File: config.mk
export PLATFORM = sky130hd
export DESIGN_NAME = run_ctrl
export DESIGN_NICKNAME = d
export VERILOG_FILES = /design/src/rtl/run_ctrl_pkg.sv /design/src/rtl/run_ctrl_rst_sync.sv /design/src/rtl/run_ctrl.sv
export SDC_FILE = /design/constraint.sdc
export NUM_CORES = 1
export LEC_CHECK = 0
export ABC_AREA = 1
export CAP_MARGIN = 0
export CORE_UTILIZATION = 65
export DETAILED_ROUTE_END_ITERATION = 8
export PLACE_DENSITY = 0.84
export SYNTH_ARGS = -nofsm -noshare
export SYNTH_HDL_FRONTEND = slang
export SYNTH_SLANG_ARGS = --single-unit
File: constraint.sdc
create_clock -name iClk -period 8.9 [get_ports iClk]
set_input_delay 1.78 -clock iClk [delete_from_list [all_inputs] [get_ports iClk]]
set_output_delay 1.78 -clock iClk [all_outputs]
set_load 0.03 [all_outputs]
File: src/rtl/run_ctrl_pkg.sv
// -----------------------------------------------------------------------------
// run_ctrl_pkg
// Shared definitions for the run-control block:
//   - state_t   : run-control FSM state encoding
//   - ALL_ONES  : wide all-ones constant; the top slices it down to its counter
//                 width to get the saturation value (counters up to 64 bits)
// -----------------------------------------------------------------------------
package run_ctrl_pkg;

   typedef enum logic [1:0] {
      S_RST   = 2'd0,
      S_RUN   = 2'd1,
      S_DRAIN = 2'd2,
      S_DONE  = 2'd3
   } state_t;

   localparam int                  CNT_W_MAX = 64;
   localparam logic [CNT_W_MAX-1:0] ALL_ONES = '1;

endpackage

File: src/rtl/run_ctrl_rst_sync.sv
// -----------------------------------------------------------------------------
// rst_sync
// Two-flop reset synchronizer: asserts asynchronously with iRst, deasserts
// synchronously two iClk edges after iRst falls.
// Ports:
//   iClk      system clock
//   iRst      asynchronous active-high reset in
//   oSyncRst  synchronized active-high reset out
// -----------------------------------------------------------------------------
module rst_sync (
   input  logic iClk,
   input  logic iRst,
   output logic oSyncRst
);

   logic meta_q;

   always_ff @(posedge iClk or posedge iRst) begin
      if (iRst) begin
         meta_q   <= 1'b1;
         oSyncRst <= 1'b1;
      end else begin
         meta_q   <= 1'b0;
         oSyncRst <= meta_q;
      end
   end

endmodule

File: src/rtl/run_ctrl.sv
// -----------------------------------------------------------------------------
// run_ctrl
// Run control for the multicycle core: sequences the core reset release,
// drives the core clock-enable, counts executed cycles, enforces a watchdog
// limit and drains the core for a few cycles after a halt request.
//
// Optional feature macro: RUN_CTRL_KICK_EN adds iKick, which restarts the
// watchdog count while running.
//
// Ports:
//   iClk        system clock
//   iRst        asynchronous active-high reset
//   iHalt       halt request from the core, only looked at while running
//   iRestart    one-cycle pulse; restarts the reset sequence from S_DONE
//   iKick       (RUN_CTRL_KICK_EN only) clears the watchdog while running
//   oCoreRst_n  active-low reset to the core
//   oCoreEn     clock-enable to the core
//   oCycles     cycles spent in S_RUN/S_DRAIN, saturating
//   oHalted     sticky: halt accepted
//   oTimeout    sticky: watchdog expired
//   oDone       sticky: core stopped
//   oState      current FSM state (debug)
//
// Handshake: there is no valid/ready pair here; iHalt is a level sampled on
// every S_RUN clock, iRestart/iKick are single-cycle pulses acted on only in
// the state that honours them and silently dropped elsewhere.
// -----------------------------------------------------------------------------
module run_ctrl
   import run_ctrl_pkg::*;
#(
   parameter int RST_CYCLES = 2,
   parameter int CNT_W      = 32,
   parameter int MAX_CYCLES = 625,
   parameter int HALT_DRAIN = 4
) (
   input  logic             iClk,
   input  logic             iRst,
   input  logic             iHalt,
   input  logic             iRestart,
`ifdef RUN_CTRL_KICK_EN
   input  logic             iKick,
`endif
   output logic             oCoreRst_n,
   output logic             oCoreEn,
   output logic [CNT_W-1:0] oCycles,
   output logic             oHalted,
   output logic             oTimeout,
   output logic             oDone,
   output state_t           oState
);

   localparam logic [CNT_W-1:0] CNT_ONES   = ALL_ONES[CNT_W-1:0];
   localparam logic [CNT_W-1:0] RST_LAST   = CNT_W'(RST_CYCLES - 1);
   localparam logic [CNT_W-1:0] DRAIN_LAST = CNT_W'((HALT_DRAIN > 0) ? HALT_DRAIN - 1 : 0);
   localparam logic [CNT_W-1:0] WD_LAST    = CNT_W'((MAX_CYCLES > 0) ? MAX_CYCLES - 1 : 0);
   localparam bit               WD_EN      = (MAX_CYCLES != 0);
   localparam bit               NO_DRAIN   = (HALT_DRAIN == 0);

   logic             sync_rst;
   logic             kick;
   state_t           state_q, state_d;
   logic [CNT_W-1:0] seq_q, seq_d;   // reset-sequence length, then drain length
   logic [CNT_W-1:0] wd_q, wd_d;
   logic [CNT_W-1:0] cyc_d;
   logic             halted_d, timeout_d;

`ifdef RUN_CTRL_KICK_EN
   assign kick = iKick;
`else
   assign kick = 1'b0;
`endif

   rst_sync u_rst_sync (
      .iClk     (iClk),
      .iRst     (iRst),
      .oSyncRst (sync_rst)
   );

   assign oState = state_q;

   // While the synchronizer still holds reset the block sits at its reset
   // values; the sequence counter starts on the first edge after it drops.
   always_ff @(posedge iClk or posedge iRst) begin
      if (iRst) begin
         state_q    <= S_RST;
         seq_q      <= '0;
         wd_q       <= '0;
         oCycles    <= '0;
         oHalted    <= 1'b0;
         oTimeout   <= 1'b0;
         oDone      <= 1'b0;
         oCoreRst_n <= 1'b0;
         oCoreEn    <= 1'b0;
      end else if (sync_rst) begin
         state_q    <= S_RST;
         seq_q      <= '0;
         wd_q       <= '0;
         oCycles    <= '0;
         oHalted    <= 1'b0;
         oTimeout   <= 1'b0;
         oDone      <= 1'b0;
         oCoreRst_n <= 1'b0;
         oCoreEn    <= 1'b0;
      end else begin
         state_q    <= state_d;
         seq_q      <= seq_d;
         wd_q       <= wd_d;
         oCycles    <= cyc_d;
         oHalted    <= halted_d;
         oTimeout   <= timeout_d;
         // Outputs decoded from the next state so they line up with it.
         oCoreRst_n <= (state_d != S_RST);
         oCoreEn    <= (state_d == S_RUN) || (state_d == S_DRAIN);
         oDone      <= (state_d == S_DONE);
      end
   end

   always_comb begin
      state_d   = state_q;
      seq_d     = seq_q;
      wd_d      = wd_q;
      cyc_d     = oCycles;
      halted_d  = oHalted;
      timeout_d = oTimeout;

      case (state_q)
         S_RST: begin
            if (seq_q == RST_LAST) begin
               state_d = S_RUN;
               seq_d   = '0;
            end else begin
               seq_d = seq_q + 1'b1;
            end
         end

         S_RUN: begin
            cyc_d = (oCycles == CNT_ONES) ? oCycles : oCycles + 1'b1;
            // Halt beats both kick and watchdog expiry in the same cycle.
            if (iHalt) begin
               halted_d = 1'b1;
               seq_d    = '0;
               state_d  = NO_DRAIN ? S_DONE : S_DRAIN;
            end else if (kick) begin
               wd_d = '0;
            end else if (WD_EN && (wd_q == WD_LAST)) begin
               timeout_d = 1'b1;
               state_d   = S_DONE;
            end else begin
               wd_d = (wd_q == CNT_ONES) ? wd_q : wd_q + 1'b1;
            end
         end

         S_DRAIN: begin
            cyc_d = (oCycles == CNT_ONES) ? oCycles : oCycles + 1'b1;
            if (seq_q == DRAIN_LAST) begin
               state_d = S_DONE;
               seq_d   = '0;
            end else begin
               seq_d = seq_q + 1'b1;
            end
         end

         S_DONE: begin
            if (iRestart) begin
               state_d   = S_RST;
               seq_d     = '0;
               wd_d      = '0;
               cyc_d     = '0;
               halted_d  = 1'b0;
               timeout_d = 1'b0;
            end
         end

         default: state_d = S_RST;
      endcase
   end

endmodule

==> flow_summary_export.csv <==
group,metric,value,unit
outcome,outcome,"completed",
placed_design,dp.final_hpwl,14200,um
timing,worst_pin_slew,0.887,ns
global_route,grt_usage,0.337,
yosys,yosys.area.top_type,"dfrtp_1",
yosys,syn_nets,1219,
pwr,pwr_density_cell,162,nW/um^2
yosys,synth_edf_count,0,
cts,post_cts_resized,0,
setup_path,crit_slowest_cell,"clkdlybuf4s50_1",
setup_path,cp_max_fo,25,
finish,num-fill-cells,1026,
cts,clock-sinks,105,
floorplan,rows,39,
yosys,yosys-top-cells-count,"404 x nand2_1, 253 x nor2_1, 106 x nand3_1",
pwr,power,1.35,mW
placed_design,gp_congestion,0.963,
drt,drt-initial-drc-count,774,
global_route,antenna_found_initial,0,
timing,holdWs,0.357,ns
cts,cts_buffers,9,
cts,cts_hold_buf,0,
setup_path,crit_type,"in -> reg",
cts,post_cts_buffers,0,
yosys,synth_area_per_cell,6.37,um^2
drt,num_vias,7630,
pwr,peakVddDrop,0.307,mV
yosys,netlist.area_leader.share,0.337,
floorplan,ioPinCount,43,
timing,fin_setup_tns,0,ns
cts,clock-root-buffer,"clkbuf_16",
drt,drc,0,
placed_design,place_ws,5.04,ns
drt,dr.pass1.iters,5,
timing,finalCriticalPeriod,3.52,ns
drt,wire_per_inst,14.3,um
cts,clkTransAtPathRegs,0.07,ns
floorplan,die-area,12200,um^2
drt,ant_nets,0,
setup_path,cp_slowest_stage_delay,0.51,ns
finish,syn2layout_area_growth,8.68,%
hold_path,worstHoldPathType,"reg -> reg",
timing,max_slew_margin,0.409,
yosys,synth_area,7660,um^2
yosys,synth_seq_area_share,0.343,
finish,fin_util,0.726,
yosys,synth_cells,1203,
finish,fin_area,8320,um^2
yosys,synth_area_leaders,"dfrtp_1 34%, nand2_1 20%, nor2_1 12%, nand3_1 6.9%, inv_1 4.8%",
global_route,overflow,0,
setup_path,arrival,3.76,ns
yosys,yosysMostFrequentCell,"nand2_1",
placed_design,place_area,8040,um^2
finish,drive_gt1_frac,0.0740,
drt,wl,19600,um
drt,vias_per_cell,5.56,
yosys,synth_ff_type,"dfrtp_1",
cts,htree_levels,3,
finish,diodes,0,
floorplan,fp.coreArea,11500,um^2
timing,finalMaxSlewViolations,0,
yosys,synth_seq_cells,105,
timing,final.period_utilization,0.396,
floorplan,dieWidth,111,um
setup_path,cp-end-kind,"flop",
timing,fin_worst_skew,0.00779,ns
setup_path,critPathLaunchType,"primary input",
yosys,async_flop_share,1.00,
setup_path,crit_required,9.13,ns
placed_design,port_buffers,42,
global_route,grt_pass1_vias,6991,
yosys,yosys_warnings,0,
job,maxCapViolCount,0,
placed_design,dpl.cell_count,1356,
floorplan,die_h,111,um
setup_path,crit_chain,"clkdlybuf4s50_1 > nor2_1 > nand2_1 > nand2_2 > inv_2 > nand2_1 > inv_2 > nor2_1",
pwr,p_leak,3.73,nW
timing,setup_violations,0,
timing,rsz0062_at_grt,"no",
cts,cts_tree,"done",
floorplan,start_util,0.668,
global_route,grt_pass1_wl,33500,um
timing,max_freq,0.284,GHz
yosys,synthDistinctLibCells,42,
timing,fin_ws,5.38,ns
timing,hold_viol,0,
finish,nets,1240,
global_route,grt_max_degree,66,
cts,clk_path_buf_depth,2,
cts,clk_latency,0.36,ns
finish,final_cells,1372,
## cell families after synthesis
kind of cell / share of synthesized area
AOI/OAI and AO/OA: 0.0420
xor gates and xnor gates: 0.0309
adders and majority gates: 0.0196
buffers and inverters: 0.0864
DFF: 0.343
other: 0.000490
and+or+nand+nor: 0.477
## flip-flops by register name, summed over array words and instances (netlist names)
| register | count |
|---|---|
| u_rst_sync.oSyncRst | 1 |
| oState | 2 |
| oCoreEn | 1 |
| seq_q | 32 |
| oDone | 1 |
| wd_q | 32 |
| oTimeout | 1 |
| oCoreRst_n | 1 |
| oCycles | 32 |
| oHalted | 1 |
| u_rst_sync.meta_q | 1 |
## area by class of cell
cell class	count	area [um^2]	area share
clock buffers	9	225	0.0271
clock inverters	7	61.3	0.00737
inverters	109	425	0.0511
multi-input cells	955	4370	0.525
flip-flops and latches	105	2630	0.316
well taps	143	179	0.0215
repair buffers	44	435	0.0523
## critical path, delay by kind of cell
family / cells / cell delay [ns]
buffers and inverters: 3 / 1.25
and+or+nand+nor: 5 / 0.72
## routing by layer
layer  track usage  part of all wire  up-vias
met5             0                 0        -
met4         0.125             0.024        0
met3        0.0670             0.084       41
met2         0.523              0.45      325
met1         0.465              0.44     3444
li1              -                 -     3820
## cell usage in the layout (no fill, tap or decap), drive strengths merged, types with 12 or more instances in the layout
master	count
xor2	18
nand4	28
nor2	264
nand3	108
nor3	18
dfrtp	103
ha	12
o21ai	42
clkdlybuf4s50	42
nand2	425
inv	111
## power breakdown
group | internal, mW | switching, mW | leakage (nW)
clock network | 0.195 | 0.199 | 0.135
logic | 0.110 | 0.302 | 2.15
registers | 0.504 | 0.0382 | 1.45
total | 0.809 | 0.539 | 3.73
## worst paths after layout
check	start	to	slack [ns]	cells after the start
max	iRestart	seq_q[27]	5.38	8
min	u_rst_sync.meta_q	u_rst_sync.oSyncRst	0.36	0
max reg2reg	u_rst_sync.oSyncRst	seq_q[27]	5.64	7
min reg2reg	u_rst_sync.meta_q	u_rst_sync.oSyncRst	0.36	0
max in group asynchronous	iRst	oCycles[3]	5.93	3
min in group asynchronous	iRst	wd_q[13]	1.92	2
(Power assumes the default switching activity.)
